$ cat src/rtl/pixbuf_arbiter_pkg.sv
// Shared constants and enums for the framebuffer arbiter slice.
package pixbuf_arbiter_pkg;

    localparam int ADDR_W    = 19;
    localparam int DATA_W    = 12;
    localparam int PIX_COUNT = 307200;

    typedef enum logic {
        IDLE  = 1'b0,
        CLEAR = 1'b1
    } state_t;

    typedef enum logic [1:0] {
        G_NONE = 2'd0,
        G_DISP = 2'd1,
        G_FIFO = 2'd2,
        G_CLR  = 2'd3
    } grant_t;

endpackage

$ cat src/rtl/pixbuf_wfifo.sv
// Small synchronous FIFO of {addr,data} writer pixels with flush.
module pixbuf_wfifo #(
    parameter int A_W   = 19,
    parameter int D_W   = 12,
    parameter int DEPTH = 4,
    localparam int PTR_W = $clog2(DEPTH),
    localparam int LVL_W = PTR_W + 1
) (
    input  logic             clk,
    input  logic             rst_n,
    input  logic             flush,
    input  logic             push,
    input  logic [A_W-1:0]   push_addr,
    input  logic [D_W-1:0]   push_data,
    input  logic             pop,
    output logic [A_W-1:0]   head_addr,
    output logic [D_W-1:0]   head_data,
    output logic [LVL_W-1:0] level,
    output logic             full,
    output logic             empty
);

    logic [A_W-1:0]   addr_mem_r [DEPTH];
    logic [D_W-1:0]   data_mem_r [DEPTH];
    logic [PTR_W-1:0] wr_ptr_r;
    logic [PTR_W-1:0] rd_ptr_r;
    logic [LVL_W-1:0] level_r;
    logic             push_ok_s;
    logic             pop_ok_s;

    assign full      = (level_r == LVL_W'(DEPTH));
    assign empty     = (level_r == {LVL_W{1'b0}});
    assign level     = level_r;
    assign head_addr = addr_mem_r[rd_ptr_r];
    assign head_data = data_mem_r[rd_ptr_r];
    assign push_ok_s = push && !full;
    assign pop_ok_s  = pop && !empty;

    // Pointer and occupancy bookkeeping; flush discards everything queued.
    always_ff @(posedge clk) begin
        if (!rst_n || flush) begin
            wr_ptr_r <= {PTR_W{1'b0}};
            rd_ptr_r <= {PTR_W{1'b0}};
            level_r  <= {LVL_W{1'b0}};
        end else begin
            if (push_ok_s) wr_ptr_r <= wr_ptr_r + PTR_W'(1);
            if (pop_ok_s)  rd_ptr_r <= rd_ptr_r + PTR_W'(1);
            case ({push_ok_s, pop_ok_s})
                2'b10:   level_r <= level_r + LVL_W'(1);
                2'b01:   level_r <= level_r - LVL_W'(1);
                default: level_r <= level_r;
            endcase
        end
    end

    // Entry storage; contents are only observed while the FIFO is non-empty.
    always_ff @(posedge clk) begin
        if (push_ok_s && !flush) begin
            addr_mem_r[wr_ptr_r] <= push_addr;
            data_mem_r[wr_ptr_r] <= push_data;
        end
    end

endmodule

$ cat src/rtl/pixbuf_arbiter.sv
// Single-port framebuffer arbiter: display reads first, then queued writer
// pixels, then full-screen clear writes.
module pixbuf_arbiter #(
    parameter int ADDR_W     = pixbuf_arbiter_pkg::ADDR_W,
    parameter int DATA_W     = pixbuf_arbiter_pkg::DATA_W,
    parameter int PIX_COUNT  = pixbuf_arbiter_pkg::PIX_COUNT,
    parameter int FIFO_DEPTH = 4,
    localparam int LVL_W     = $clog2(FIFO_DEPTH) + 1
) (
    input  logic              CLK_25MH,
    input  logic              RST_n,
    input  logic              disp_en,
    input  logic [ADDR_W-1:0] disp_addr,
    output logic [DATA_W-1:0] disp_data,
    input  logic              wr_valid,
    output logic              wr_ready,
    input  logic [ADDR_W-1:0] wr_addr,
    input  logic [DATA_W-1:0] wr_data,
    input  logic              clr_start,
    input  logic [DATA_W-1:0] clr_color,
    output logic              clr_busy,
    output logic [LVL_W-1:0]  fifo_level,
    output logic [ADDR_W-1:0] mem_addr,
    output logic              mem_we,
    output logic [DATA_W-1:0] mem_wdata,
    input  logic [DATA_W-1:0] mem_rdata
);

    import pixbuf_arbiter_pkg::state_t;
    import pixbuf_arbiter_pkg::IDLE;
    import pixbuf_arbiter_pkg::CLEAR;
    import pixbuf_arbiter_pkg::grant_t;
    import pixbuf_arbiter_pkg::G_NONE;
    import pixbuf_arbiter_pkg::G_DISP;
    import pixbuf_arbiter_pkg::G_FIFO;
    import pixbuf_arbiter_pkg::G_CLR;

    localparam logic [ADDR_W-1:0] LAST_ADDR = ADDR_W'(PIX_COUNT - 1);

    state_t            state_r, state_s;
    grant_t            grant_s;
    logic [ADDR_W-1:0] clr_cnt_r, clr_cnt_s;
    logic [DATA_W-1:0] clr_color_r, clr_color_s;
    logic              disp_en_r;
    logic              push_s, flush_s;
    logic [ADDR_W-1:0] head_addr_s;
    logic [DATA_W-1:0] head_data_s;
    logic              fifo_full_s, fifo_empty_s;

    assign flush_s   = clr_start && (state_r == IDLE);
    assign wr_ready  = !fifo_full_s && (state_r == IDLE) && !clr_start;
    assign push_s    = wr_valid && wr_ready;
    assign clr_busy  = (state_r == CLEAR);
    assign disp_data = disp_en_r ? mem_rdata : {DATA_W{1'b0}};

    pixbuf_wfifo #(
        .A_W   (ADDR_W),
        .D_W   (DATA_W),
        .DEPTH (FIFO_DEPTH)
    ) u_wfifo (
        .clk       (CLK_25MH),
        .rst_n     (RST_n),
        .flush     (flush_s),
        .push      (push_s),
        .push_addr (wr_addr),
        .push_data (wr_data),
        .pop       (grant_s == G_FIFO),
        .head_addr (head_addr_s),
        .head_data (head_data_s),
        .level     (fifo_level),
        .full      (fifo_full_s),
        .empty     (fifo_empty_s)
    );

    // Fixed-priority grant; nothing touches the RAM while reset is held.
    always_comb begin
        grant_s = G_NONE;
        if (!RST_n) begin
            grant_s = G_NONE;
        end else if (disp_en) begin
            grant_s = G_DISP;
        end else if (!fifo_empty_s && (state_r == IDLE)) begin
            grant_s = G_FIFO;
        end else if (state_r == CLEAR) begin
            grant_s = G_CLR;
        end else begin
            grant_s = G_NONE;
        end
    end

    // RAM port mux driven by the winning source.
    always_comb begin
        mem_addr  = {ADDR_W{1'b0}};
        mem_we    = 1'b0;
        mem_wdata = {DATA_W{1'b0}};
        case (grant_s)
            G_DISP: mem_addr = disp_addr;
            G_FIFO: begin
                mem_addr  = head_addr_s;
                mem_we    = 1'b1;
                mem_wdata = head_data_s;
            end
            G_CLR: begin
                mem_addr  = clr_cnt_r;
                mem_we    = 1'b1;
                mem_wdata = clr_color_r;
            end
            default: begin
                mem_addr  = {ADDR_W{1'b0}};
                mem_we    = 1'b0;
                mem_wdata = {DATA_W{1'b0}};
            end
        endcase
    end

    // Clear sequencer: the counter only moves when its write actually wins.
    always_comb begin
        state_s     = state_r;
        clr_cnt_s   = clr_cnt_r;
        clr_color_s = clr_color_r;
        case (state_r)
            IDLE: begin
                if (clr_start) begin
                    state_s     = CLEAR;
                    clr_cnt_s   = {ADDR_W{1'b0}};
                    clr_color_s = clr_color;
                end else begin
                    state_s = IDLE;
                end
            end
            CLEAR: begin
                if (grant_s == G_CLR) begin
                    if (clr_cnt_r == LAST_ADDR) begin
                        state_s = IDLE;
                    end else begin
                        clr_cnt_s = clr_cnt_r + ADDR_W'(1);
                    end
                end else begin
                    state_s = CLEAR;
                end
            end
            default: state_s = IDLE;
        endcase
    end

    // State, clear context and display-valid pipeline registers.
    always_ff @(posedge CLK_25MH) begin
        if (!RST_n) begin
            state_r     <= IDLE;
            clr_cnt_r   <= {ADDR_W{1'b0}};
            clr_color_r <= {DATA_W{1'b0}};
            disp_en_r   <= 1'b0;
        end else begin
            state_r     <= state_s;
            clr_cnt_r   <= clr_cnt_s;
            clr_color_r <= clr_color_s;
            disp_en_r   <= disp_en;
        end
    end

endmodule

$ cat config.mk
export PLATFORM = sky130hd
export DESIGN_NAME = pixbuf_arbiter
export DESIGN_NICKNAME = d
export VERILOG_FILES = /design/src/rtl/pixbuf_arbiter_pkg.sv /design/src/rtl/pixbuf_wfifo.sv /design/src/rtl/pixbuf_arbiter.sv
export SDC_FILE = /design/constraint.sdc
export NUM_CORES = 1
export LEC_CHECK = 0
export BUFFER_PORTS_ARGS = -buffer_cell sky130_fd_sc_hd__clkbuf_2
export CAP_MARGIN = 20
export CORE_UTILIZATION = 50
export CTS_CLUSTER_SIZE = 16
export DETAILED_ROUTE_END_ITERATION = 10
export PLACE_DENSITY = 0.78
export SYNTH_ARGS = -nofsm -noshare
export SYNTH_HDL_FRONTEND = slang
export SYNTH_SLANG_ARGS = --single-unit
$ cat constraint.sdc
create_clock -name CLK_25MH -period 5.55 [get_ports CLK_25MH]
set_input_delay 0.2775 -clock CLK_25MH [delete_from_list [all_inputs] [get_ports CLK_25MH]]
set_output_delay 0.2775 -clock CLK_25MH [all_outputs]
set_load 0.005 [all_outputs]
==> results.toml, run 1 <==
[status]
status = "finished clean"

[pwr]
total_leakage_power_nw = 3.18
vdd_ir_drop_max_mv = 0.277
power-per-cell-area_nw_per_um2 = 317

[worst_setup_path]
cp_slowest_cell = "sky130_fd_sc_hd__mux4_2"
crit_path_max_incr_delay_ps = 600
arrival_ps = 2490
timing.critical_path.fanout_max = 31
regToRegStartpoint = "clr_busy$_SDFF_PN0_"
reg2reg_to = "u_wfifo.level[2]$_SDFFE_PP0P_"
worst_r2r_path_depth = 9
critPathKind = "reg2out"
crit_end = "mem_addr[14]"
crit_path_cell_trace = "buf_4, mux4_2, a222oi_1, inv_1, clkbuf_2"
startpoint_type = "flip-flop"
crit_path_end_kind = "primary output"
worstPathRequired_ps = 5270
reg2reg_slack_ps = 2780

[logic_synthesis]
synth-main-ff-cell = "sky130_fd_sc_hd__edfxtp_1"
asyncSetResetFlopFracSynth = 0
syn-mean-instance-area_um2 = 14.8
synth_nets = 556
synth.yosys.warnings = 0
synth_area_um2 = 6970
yosys.cell_types.count = 52
seq_area_frac_synth = 0.654
synth_enable_flop_cells = 124
yosys_register_bits = 166
syn-instance-count = 470

[final_layout]
fraction_of_final_layout_cells_sized_beyond_drive_strength_1 = 0.330
final_nets = 686
antenna-diode-count = 0
final_area_um2 = 8360
area_delta_synth_final_pct = 19.8
layout.core_utilization = 0.624

[cts]
number_of_buffers_inserted_during_clock_tree_synthesis = 17
postCtsSetupRepairBufs = 0
cts_sinks = 166
clk_pin_slew_ps = 60
ctsHoldBuffers = 0
ctsResizeCount = 0
h-tree-depth = 4
clock_insertion_delay_worst_skew_ps = 440
clock_tree.root_cell = "sky130_fd_sc_hd__clkbuf_16"
cts_tree = "done"
cts_buffer_depth = 2

[placed_design]
placed_area_um2 = 7790
gp_congestion = 0.916
place_worst_setup_slack_ps = 2830
hpwlAfterDp_mm = 10.2
placement.io_buffers = 127

[floorplanning]
num_rows = 42
chipWidth_um = 120
die_h_um = 120
num_io_pins = 128
core_area_um2 = 13400
starting_density = 0.520
die_area_um2 = 14400

[timing]
post-route-worst-setup-slack_ps = 2780
maxSlewViolCount = 0
fin_crit_ps = 2770
totalNegativeSetupSlack_ps = 0
max-slew-margin-rel = 0.349
report.final.setup_viol = 0
achievable-frequency_mhz = 361
clock_skew_ps = 10.9
rsz0062_at_grt = "false"
final_min_period_over_clock_period = 0.499
finalHoldViolCount = 0
tightest_slew_ps = 975
hold-worst-slack_ps = 60.6

[routing]
vias_per_cell = 5.88
firstDrtPassIters = 7
antenna_left = 0
detail_route.iter0.violations = 390
route.final.wire_length_mm = 15.7
dr_total_vias = 4636
avgRoutedWirePerCell_um = 19.9
remaining_drc_errors = 0

[global_routing]
number_of_global_route_vias_before_repair = 4702
grt.total_usage = 0.236
grt_start_max_net_pins = 35
gr-total-overflow = 0
number_of_antenna_violations_at_the_first_check_in_global_routing = 0
first_pass_grt_wire_length_mm = 25.0

[run]
cap_viol_max_count = 0

[min_path]
timing.hold.worst.class = "in2reg"
holdPathStages = 1
==> cells in the mapped netlist, types with 5 or more instances <==
cell type | n | area [um2]
sky130_fd_sc_hd__a21oi_1 | 16 | 80.1
sky130_fd_sc_hd__nand4_1 | 7 | 43.8
sky130_fd_sc_hd__dfxtp_1 | 42 | 841
sky130_fd_sc_hd__ha_1 | 6 | 75.1
sky130_fd_sc_hd__a222oi_1 | 19 | 190
sky130_fd_sc_hd__buf_2 | 8 | 40.0
sky130_fd_sc_hd__a21boi_0 | 12 | 90.1
sky130_fd_sc_hd__o22a_1 | 5 | 43.8
sky130_fd_sc_hd__and2_1 | 17 | 106
sky130_fd_sc_hd__o21ai_0 | 5 | 25.0
sky130_fd_sc_hd__inv_1 | 30 | 113
sky130_fd_sc_hd__and3_1 | 12 | 75.1
sky130_fd_sc_hd__clkbuf_1 | 13 | 48.8
sky130_fd_sc_hd__mux4_2 | 31 | 698
sky130_fd_sc_hd__nor2_1 | 14 | 52.6
sky130_fd_sc_hd__a22o_1 | 12 | 105
sky130_fd_sc_hd__edfxtp_1 | 124 | 3720
sky130_fd_sc_hd__nand2_1 | 44 | 165
==> power breakdown <==
group / leakage [nW] / switching (mW) / internal (mW)
Clock: 0.271 / 0.466 / 0.655
Combinational: 1.44 / 0.0885 / 0.0708
Sequential: 1.46 / 0.0106 / 1.35
Total: 3.18 / 0.566 / 2.08
==> flip-flops by register name, indices dropped and copies added, names as in the netlist, named ones only <==
name and cells:
disp_en_r 1, u_wfifo.rd_ptr_r 2, u_wfifo.wr_ptr_r 2, u_wfifo.data_mem_r 48, clr_busy 1, u_wfifo.level 3, clr_color_r 12, u_wfifo.addr_mem_r 76
clr_cnt_r 19
==> area by class of cell <==
cell class | count | area [um2]
multi-input combinational | 250 | 2200
sequential | 166 | 4570
tap | 176 | 220
timing repair buffer | 135 | 696
clock buffer | 18 | 429
clock inverter | 14 | 136
inverter | 30 | 113
fill | 991 | 5040
==> layer usage <==
metal,track usage,up-vias,wire (um)
li1,-,2106,-
met1,0.284,2251,6050
met2,0.395,245,8070
met3,0.0637,34,1300
met4,0.104,0,322
met5,0,-,0
==> worst max-delay path: cells and delay by family (launching register included) <==
family / cells / cell delay [ps]
buffers and inverters: 3 / 740
multiplexers: 1 / 600
AO/OA/AOI/OAI: 1 / 390
flip-flops: 1 / 310
==> logic make-up after synthesis <==
logic type	share of synthesized area
multiplexers	0.103
buffers and inverters	0.0316
flip-flops	0.654
XOR/XNOR	0.00628
AO/OA/AOI/OAI	0.0978
AND/OR/NAND/NOR	0.0933
adder cells (fa/ha/maj)	0.0136
==> per-stage QoR <==
| step | total power [mW] | instances |
|---|---|---|
| CTS | 2.66 | 789 |
| global route | 2.73 | 789 |
| floorplan | 1.47 | 470 |
| finish | 2.65 | 789 |
| detailed placement | 1.55 | 757 |
| global placement | 1.54 | 757 |
==> layout by cell type, fill, tap and decap left out, types with 4 or more instances in the layout <==
cell                        count
sky130_fd_sc_hd__a21oi_1       16
sky130_fd_sc_hd__clkinv_2       4
sky130_fd_sc_hd__edfxtp_1     124
sky130_fd_sc_hd__o22a_1         5
sky130_fd_sc_hd__o21ai_0        5
sky130_fd_sc_hd__mux4_2        31
sky130_fd_sc_hd__and3_1        12
sky130_fd_sc_hd__dfxtp_1       41
sky130_fd_sc_hd__nor2_1        14
sky130_fd_sc_hd__nand4_1        7
sky130_fd_sc_hd__nand2_1       44
sky130_fd_sc_hd__a31oi_1        4
sky130_fd_sc_hd__a22o_1        12
sky130_fd_sc_hd__clkbuf_2     127
sky130_fd_sc_hd__nor3_1         4
sky130_fd_sc_hd__a21boi_0      12
sky130_fd_sc_hd__and2_1        17
sky130_fd_sc_hd__ha_1           6
sky130_fd_sc_hd__buf_4          8
sky130_fd_sc_hd__a222oi_1      19
sky130_fd_sc_hd__clkbuf_16     17
sky130_fd_sc_hd__inv_1         30
==> worst min path at each step <==
stage	startpoint	endpoint
2_1_floorplan	wr_addr[0]	u_wfifo.addr_mem_r[0][0]$_DFFE_PP_
3_3_place_gp	clr_color_r[10]$_SDFFE_PN0P_	clr_color_r[10]$_SDFFE_PN0P_
3_5_place_dp	clr_color_r[7]$_SDFFE_PN0P_	clr_color_r[7]$_SDFFE_PN0P_
4_1_cts	wr_data[3]	u_wfifo.data_mem_r[3][3]$_DFFE_PP_
5_1_grt	wr_data[6]	u_wfifo.data_mem_r[3][6]$_DFFE_PP_
6_report	wr_data[3]	u_wfifo.data_mem_r[3][3]$_DFFE_PP_
(Power assumes the default switching activity.)
==> run 2, diff against run 1 <==
- clock period: 5.55 -> 2.7 ns (I/O delays scaled with it)
==> run 2 against run 1 <==
Compared with the run above:
- the flow now finishes with violations (negative hold slack)
- worst setup slack got worse by 2700 ps
- die area unchanged
- register-to-register slack lost 2400 ps
- clock skew decreased by 3.9 ps
- non-clock buffer count up 46
- design area is 5.5% higher
- critical endpoint is now mem_addr[1]
- largest power group unchanged
- highest routed layer unchanged
==> results.toml, run 2 (synthesized netlist as in run 1, its figures left out) <==
[status]
status = "complete, but fails checks"
failing_checks = "negative hold slack"

[timing]
maxSlewViolCount = 0
tightest_slew_ps = 896
finalHoldViolCount = 1
clock_skew_ps = 6.98
totalNegativeSetupSlack_ps = 0
fin_crit_ps = 2580
final_min_period_over_clock_period = 0.954
max-slew-margin-rel = 0.403
rsz0062_at_grt = "false"
achievable-frequency_mhz = 388
report.final.setup_viol = 0
hold-worst-slack_ps = -3.06

[final_layout]
largest_register_ff_count = 76
largest_registers_ranked_by_flip_flop_count = "u_wfifo.addr_mem_r: 76 flops, u_wfifo.data_mem_r: 48 flops, clr_cnt_r: 19 flops"
sequential_cell_area_um2 = 4570
multi_input_comb_area_um2 = 2200
final_nets = 732
final_area_um2 = 8820
fraction_of_final_layout_cells_sized_beyond_drive_strength_1 = 0.317
layout.cells.most_common_list = "sky130_fd_sc_hd__clkbuf_2 (127), sky130_fd_sc_hd__edfxtp_1 (124), sky130_fd_sc_hd__nand2_1 (44)"
largest-register = "u_wfifo.addr_mem_r"
antenna-diode-count = 0
n_fill_cell = 947
final_common_cell = "sky130_fd_sc_hd__clkbuf_2"
area_delta_synth_final_pct = 26.5

[cts]
clock_insertion_delay_worst_skew_ps = 420
number_of_buffers_inserted_during_clock_tree_synthesis = 17
h-tree-depth = 4
cts_buffer_depth = 2
clk_pin_slew_ps = 70
postCtsSetupRepairBufs = 0
cts_sinks = 166
clock_tree.root_cell = "sky130_fd_sc_hd__clkbuf_16"
cts_tree = "done"

[routing]
firstDrtPassIters = 8
antenna_left = 0
vias_per_cell = 5.85
dr_total_vias = 4886
avgRoutedWirePerCell_um = 19.7
route.final.wire_length_mm = 16.5
detail_route.iter0.violations = 388
remaining_drc_errors = 0

[worst_setup_path]
arrival_ps = 2440
timing.critical_path.fanout_max = 28
reg2reg_slack_ps = 340
critPathKind = "reg2out"
worstPathRequired_ps = 2570
startpoint_type = "flip-flop"
crit_path_end_kind = "primary output"

[placed_design]
hpwlAfterDp_mm = 10.5
gp_congestion = 0.892
placement.io_buffers = 127
placed_area_um2 = 7820

[pwr]
total_power_mw = 5.52
switching_share = 0.227
internal_power_mw = 4.26
vdd_ir_drop_max_mv = 0.426
power-per-cell-area_nw_per_um2 = 625
total_leakage_power_nw = 3.37
power_switching_mw = 1.25
pwr-share-comb = 0.070
power_frac_seq = 0.508
pwr-share-clk = 0.422

[floorplanning]
core_area_um2 = 13400
num_rows = 42
die_h_um = 120
die_area_um2 = 14400
starting_density = 0.520
num_io_pins = 128
chipWidth_um = 120

[run]
cap_viol_max_count = 0

[global_routing]
gr-total-overflow = 0
first_pass_grt_wire_length_mm = 25.7
grt.total_usage = 0.241
number_of_antenna_violations_at_the_first_check_in_global_routing = 0
grt_start_max_net_pins = 34
number_of_global_route_vias_before_repair = 4980

[min_path]
timing.hold.worst.class = "in2reg"
run 2: what timing repair did:
item | 4_1_cts | 5_1_grt
endpoints found under the setup margin | 0 | 7
hold buffers | 42 | 0
gates resized for setup | 0 | 1
hold endpoints to repair | 135 | 0
run 2: area by class of cell:
cell class | count | share of cell area
Sequential cell | 166 | 0.518
Multi-Input combinational cell | 250 | 0.250
Timing Repair Buffer | 181 | 0.130
Clock buffer | 18 | 0.0487
Tap cell | 176 | 0.0250
Clock inverter | 14 | 0.0160
Inverter | 30 | 0.0128
run 2: per-stage QoR:
stage / hold slack, ps / worst slack (ps) / cells / util
4_1_cts: 1.71 / 89.9 / 835 / 0.658
3_3_place_gp: 349 / 518 / 761 / 0.584
5_1_grt: 11.0 / 32.8 / 835 / 0.658
6_report: -3.06 / 124 / 835 / 0.658
3_5_place_dp: 359 / 314 / 761 / 0.584
2_1_floorplan: 234 / 162 / 470 / -
run 2: routing by layer:
layer / track usage / part of all wire / routed length (um) / vias to the layer above
li1: - / - / - / 2196
met1: 0.301 / 0.40 / 6550 / 2436
met2: 0.402 / 0.51 / 8410 / 222
met3: 0.0518 / 0.063 / 1040 / 32
met4: 0.112 / 0.029 / 477 / 0
met5: 0 / 0 / 0 / -
run 2: path summary, 6_finish.rpt:
check                                                  from                            end  cells past startpoint
worst max-delay path                    clr_busy$_SDFF_PN0_                    mem_addr[1]                      5
worst max register to register          clr_busy$_SDFF_PN0_  u_wfifo.level[2]$_SDFFE_PP0P_                      8
worst min register to register  clr_color_r[2]$_SDFFE_PN0P_    clr_color_r[2]$_SDFFE_PN0P_                      2
worst min-delay path                           clr_color[0]    clr_color_r[0]$_SDFFE_PN0P_                      3
run 2: critical path: stages (launching register included):
cell                       delay (ps)
sky130_fd_sc_hd__dfxtp_1          610
sky130_fd_sc_hd__and3b_1          510
sky130_fd_sc_hd__buf_4            430
sky130_fd_sc_hd__a222oi_1         190
sky130_fd_sc_hd__inv_1            140
sky130_fd_sc_hd__clkbuf_2         130
run 2: power groups by stage:
stage	clock network (mW)	logic, mW	registers [mW]
final	2.33	0.387	2.80
after global routing	2.46	0.421	2.81
after CTS	2.35	0.385	2.80
after detailed placement	0	0.334	2.86
after global placement	0	0.322	2.85
after floorplan	0	0.173	2.85
==> run 3, diff against run 2 <==
- PLACE_DENSITY: 0.78 -> 0.81
- clock period: 2.7 -> 2.1 ns (I/O delays scaled with it)
==> run 3 against run 2 <==
Compared with the run above:
- routed wire length grew 6.2%
- the run ends with negative setup slack left
- sequential share of layout area decreased by 2.2 points
- clock power is 36% higher
- die area did not move
- largest power group unchanged
- critical path type unchanged
- highest routed layer unchanged
- total power up 33%
- count of clock-buffer cells in the layout grew 4
- sequential cell count unchanged
- non-clock buffer count rose by 25
==> results.toml, run 3 (synthesized netlist as in run 1, its figures left out) <==
[pwr]
pwr-share-clk = 0.433
total_leakage_power_nw = 3.55
pwr-share-comb = 0.076
total_power_mw = 7.34
power_switching_mw = 1.53
power_frac_seq = 0.491
vdd_ir_drop_max_mv = 0.757
internal_power_mw = 5.81
power-per-cell-area_nw_per_um2 = 795
switching_share = 0.208

[timing]
rsz0062_at_grt = "true"
post-route-worst-setup-slack_ps = -11.6
tightest_slew_ps = 923
clock_skew_ps = 11.8
report.final.setup_viol = 1
max-slew-margin-rel = 0.385
final_min_period_over_clock_period = 1.01
maxSlewViolCount = 0
fin_crit_ps = 2110
achievable-frequency_mhz = 474
finalHoldViolCount = 0
totalNegativeSetupSlack_ps = -11.6
hold-worst-slack_ps = 86.5

[final_layout]
largest-register = "u_wfifo.addr_mem_r"
fraction_of_final_layout_cells_sized_beyond_drive_strength_1 = 0.361
layout.cells.most_common_list = "sky130_fd_sc_hd__clkbuf_2 (127), sky130_fd_sc_hd__edfxtp_1 (124), sky130_fd_sc_hd__nand2_1 (44)"
largest_register_ff_count = 76
antenna-diode-count = 0
multi_input_comb_area_um2 = 2250
layout.core_utilization = 0.689
final_nets = 757
largest_registers_ranked_by_flip_flop_count = "u_wfifo.addr_mem_r: 76 flops, u_wfifo.data_mem_r: 48 flops, clr_cnt_r: 19 flops"
sequential_cell_area_um2 = 4580
area_delta_synth_final_pct = 32.4
final_common_cell = "sky130_fd_sc_hd__clkbuf_2"
n_fill_cell = 890
final_area_um2 = 9240

[placed_design]
placed_area_um2 = 8060
gp_congestion = 0.898
placement.io_buffers = 127
hpwlAfterDp_mm = 10.8

[routing]
firstDrtPassIters = 7
dr_total_vias = 5001
remaining_drc_errors = 0
avgRoutedWirePerCell_um = 20.4
detail_route.iter0.violations = 511
antenna_left = 0
route.final.wire_length_mm = 17.5
vias_per_cell = 5.82

[cts]
clock_insertion_delay_worst_skew_ps = 430
cts_buffer_depth = 2
number_of_buffers_inserted_during_clock_tree_synthesis = 17
h-tree-depth = 4
clk_pin_slew_ps = 60
cts_tree = "done"
clock_tree.root_cell = "sky130_fd_sc_hd__clkbuf_16"
cts_sinks = 166

[worst_setup_path]
timing.critical_path.fanout_max = 13
arrival_ps = 2010
critPathKind = "reg2out"
crit_path_end_kind = "primary output"
startpoint_type = "flip-flop"
worstPathRequired_ps = 2000

[floorplanning]
chipWidth_um = 120
num_rows = 42
num_io_pins = 128
core_area_um2 = 13400
die_area_um2 = 14400
starting_density = 0.520
die_h_um = 120

[status]
failing_checks = "negative setup slack"
status = "complete, but fails checks"

[global_routing]
number_of_antenna_violations_at_the_first_check_in_global_routing = 0
gr-total-overflow = 0
grt.total_usage = 0.254
first_pass_grt_wire_length_mm = 26.8
number_of_global_route_vias_before_repair = 5199
grt_start_max_net_pins = 34

[run]
cap_viol_max_count = 0

[min_path]
timing.hold.worst.class = "in2reg"
-- run 3: timing repair --
item / CTS / global route
setup buffers: 0 / 7
setup endpoints to repair: 32 / 27
hold buffers: 43 / 0
gates cloned: 1 / 0
pin swaps: 2 / 7
resized for setup: 9 / 12
endpoints found under the hold margin: 136 / 0
-- run 3: power groups by stage --
stage               combinational, mW  sequential, mW  clock, mW
finish                          0.561            3.60       3.17
global route                    0.606            3.61       3.34
CTS                             0.539            3.60       3.21
detailed placement              0.465            3.67          0
global placement                0.450            3.67          0
floorplan                       0.234            3.66          0
-- run 3: critical path, stage by stage, from the launching register on --
cell and delay, ps:
sky130_fd_sc_hd__dfxtp_4 390, sky130_fd_sc_hd__buf_12 180, sky130_fd_sc_hd__mux4_2 530, sky130_fd_sc_hd__a222oi_1 250, sky130_fd_sc_hd__inv_1 100, sky130_fd_sc_hd__clkbuf_2 120
-- run 3: per-layer routing --
| metal | share of wire | global-route usage |
|---|---|---|
| met1 | 0.39 | 0.306 |
| met2 | 0.52 | 0.436 |
| met3 | 0.060 | 0.0480 |
| met4 | 0.027 | 0.123 |
| met5 | 0 | 0 |
-- run 3: layout make-up --
type | count | share of cell area
tap | 176 | 0.0238
sequential | 166 | 0.496
inverter | 30 | 0.0122
clock buffer | 22 | 0.0504
timing repair buffer | 206 | 0.159
clock inverter | 10 | 0.0156
multi-input combinational | 250 | 0.243
-- run 3: per-stage QoR --
stage | instances | setup slack [ps]
after floorplan | 470 | -154
final | 860 | -11.6
after detailed placement | 778 | -35.6
after CTS | 854 | -31.1
after global placement | 778 | 76.1
after global routing | 860 | -126
-- run 3: worst paths after layout --
| check | to | from | slack [ps] | cells after the start |
|---|---|---|---|---|
| max | mem_addr[7] | flip-flop | -10 | 5 |
| min | clr_busy$_SDFF_PN0_ | clr_start | 90 | 3 |
| max reg2reg | u_wfifo.level[2]$_SDFFE_PP0P_ | clr_busy$_SDFF_PN0_ | 10 | 8 |
| min reg2reg | clr_color_r[3]$_SDFFE_PN0P_ | clr_color_r[3]$_SDFFE_PN0P_ | 470 | 2 |
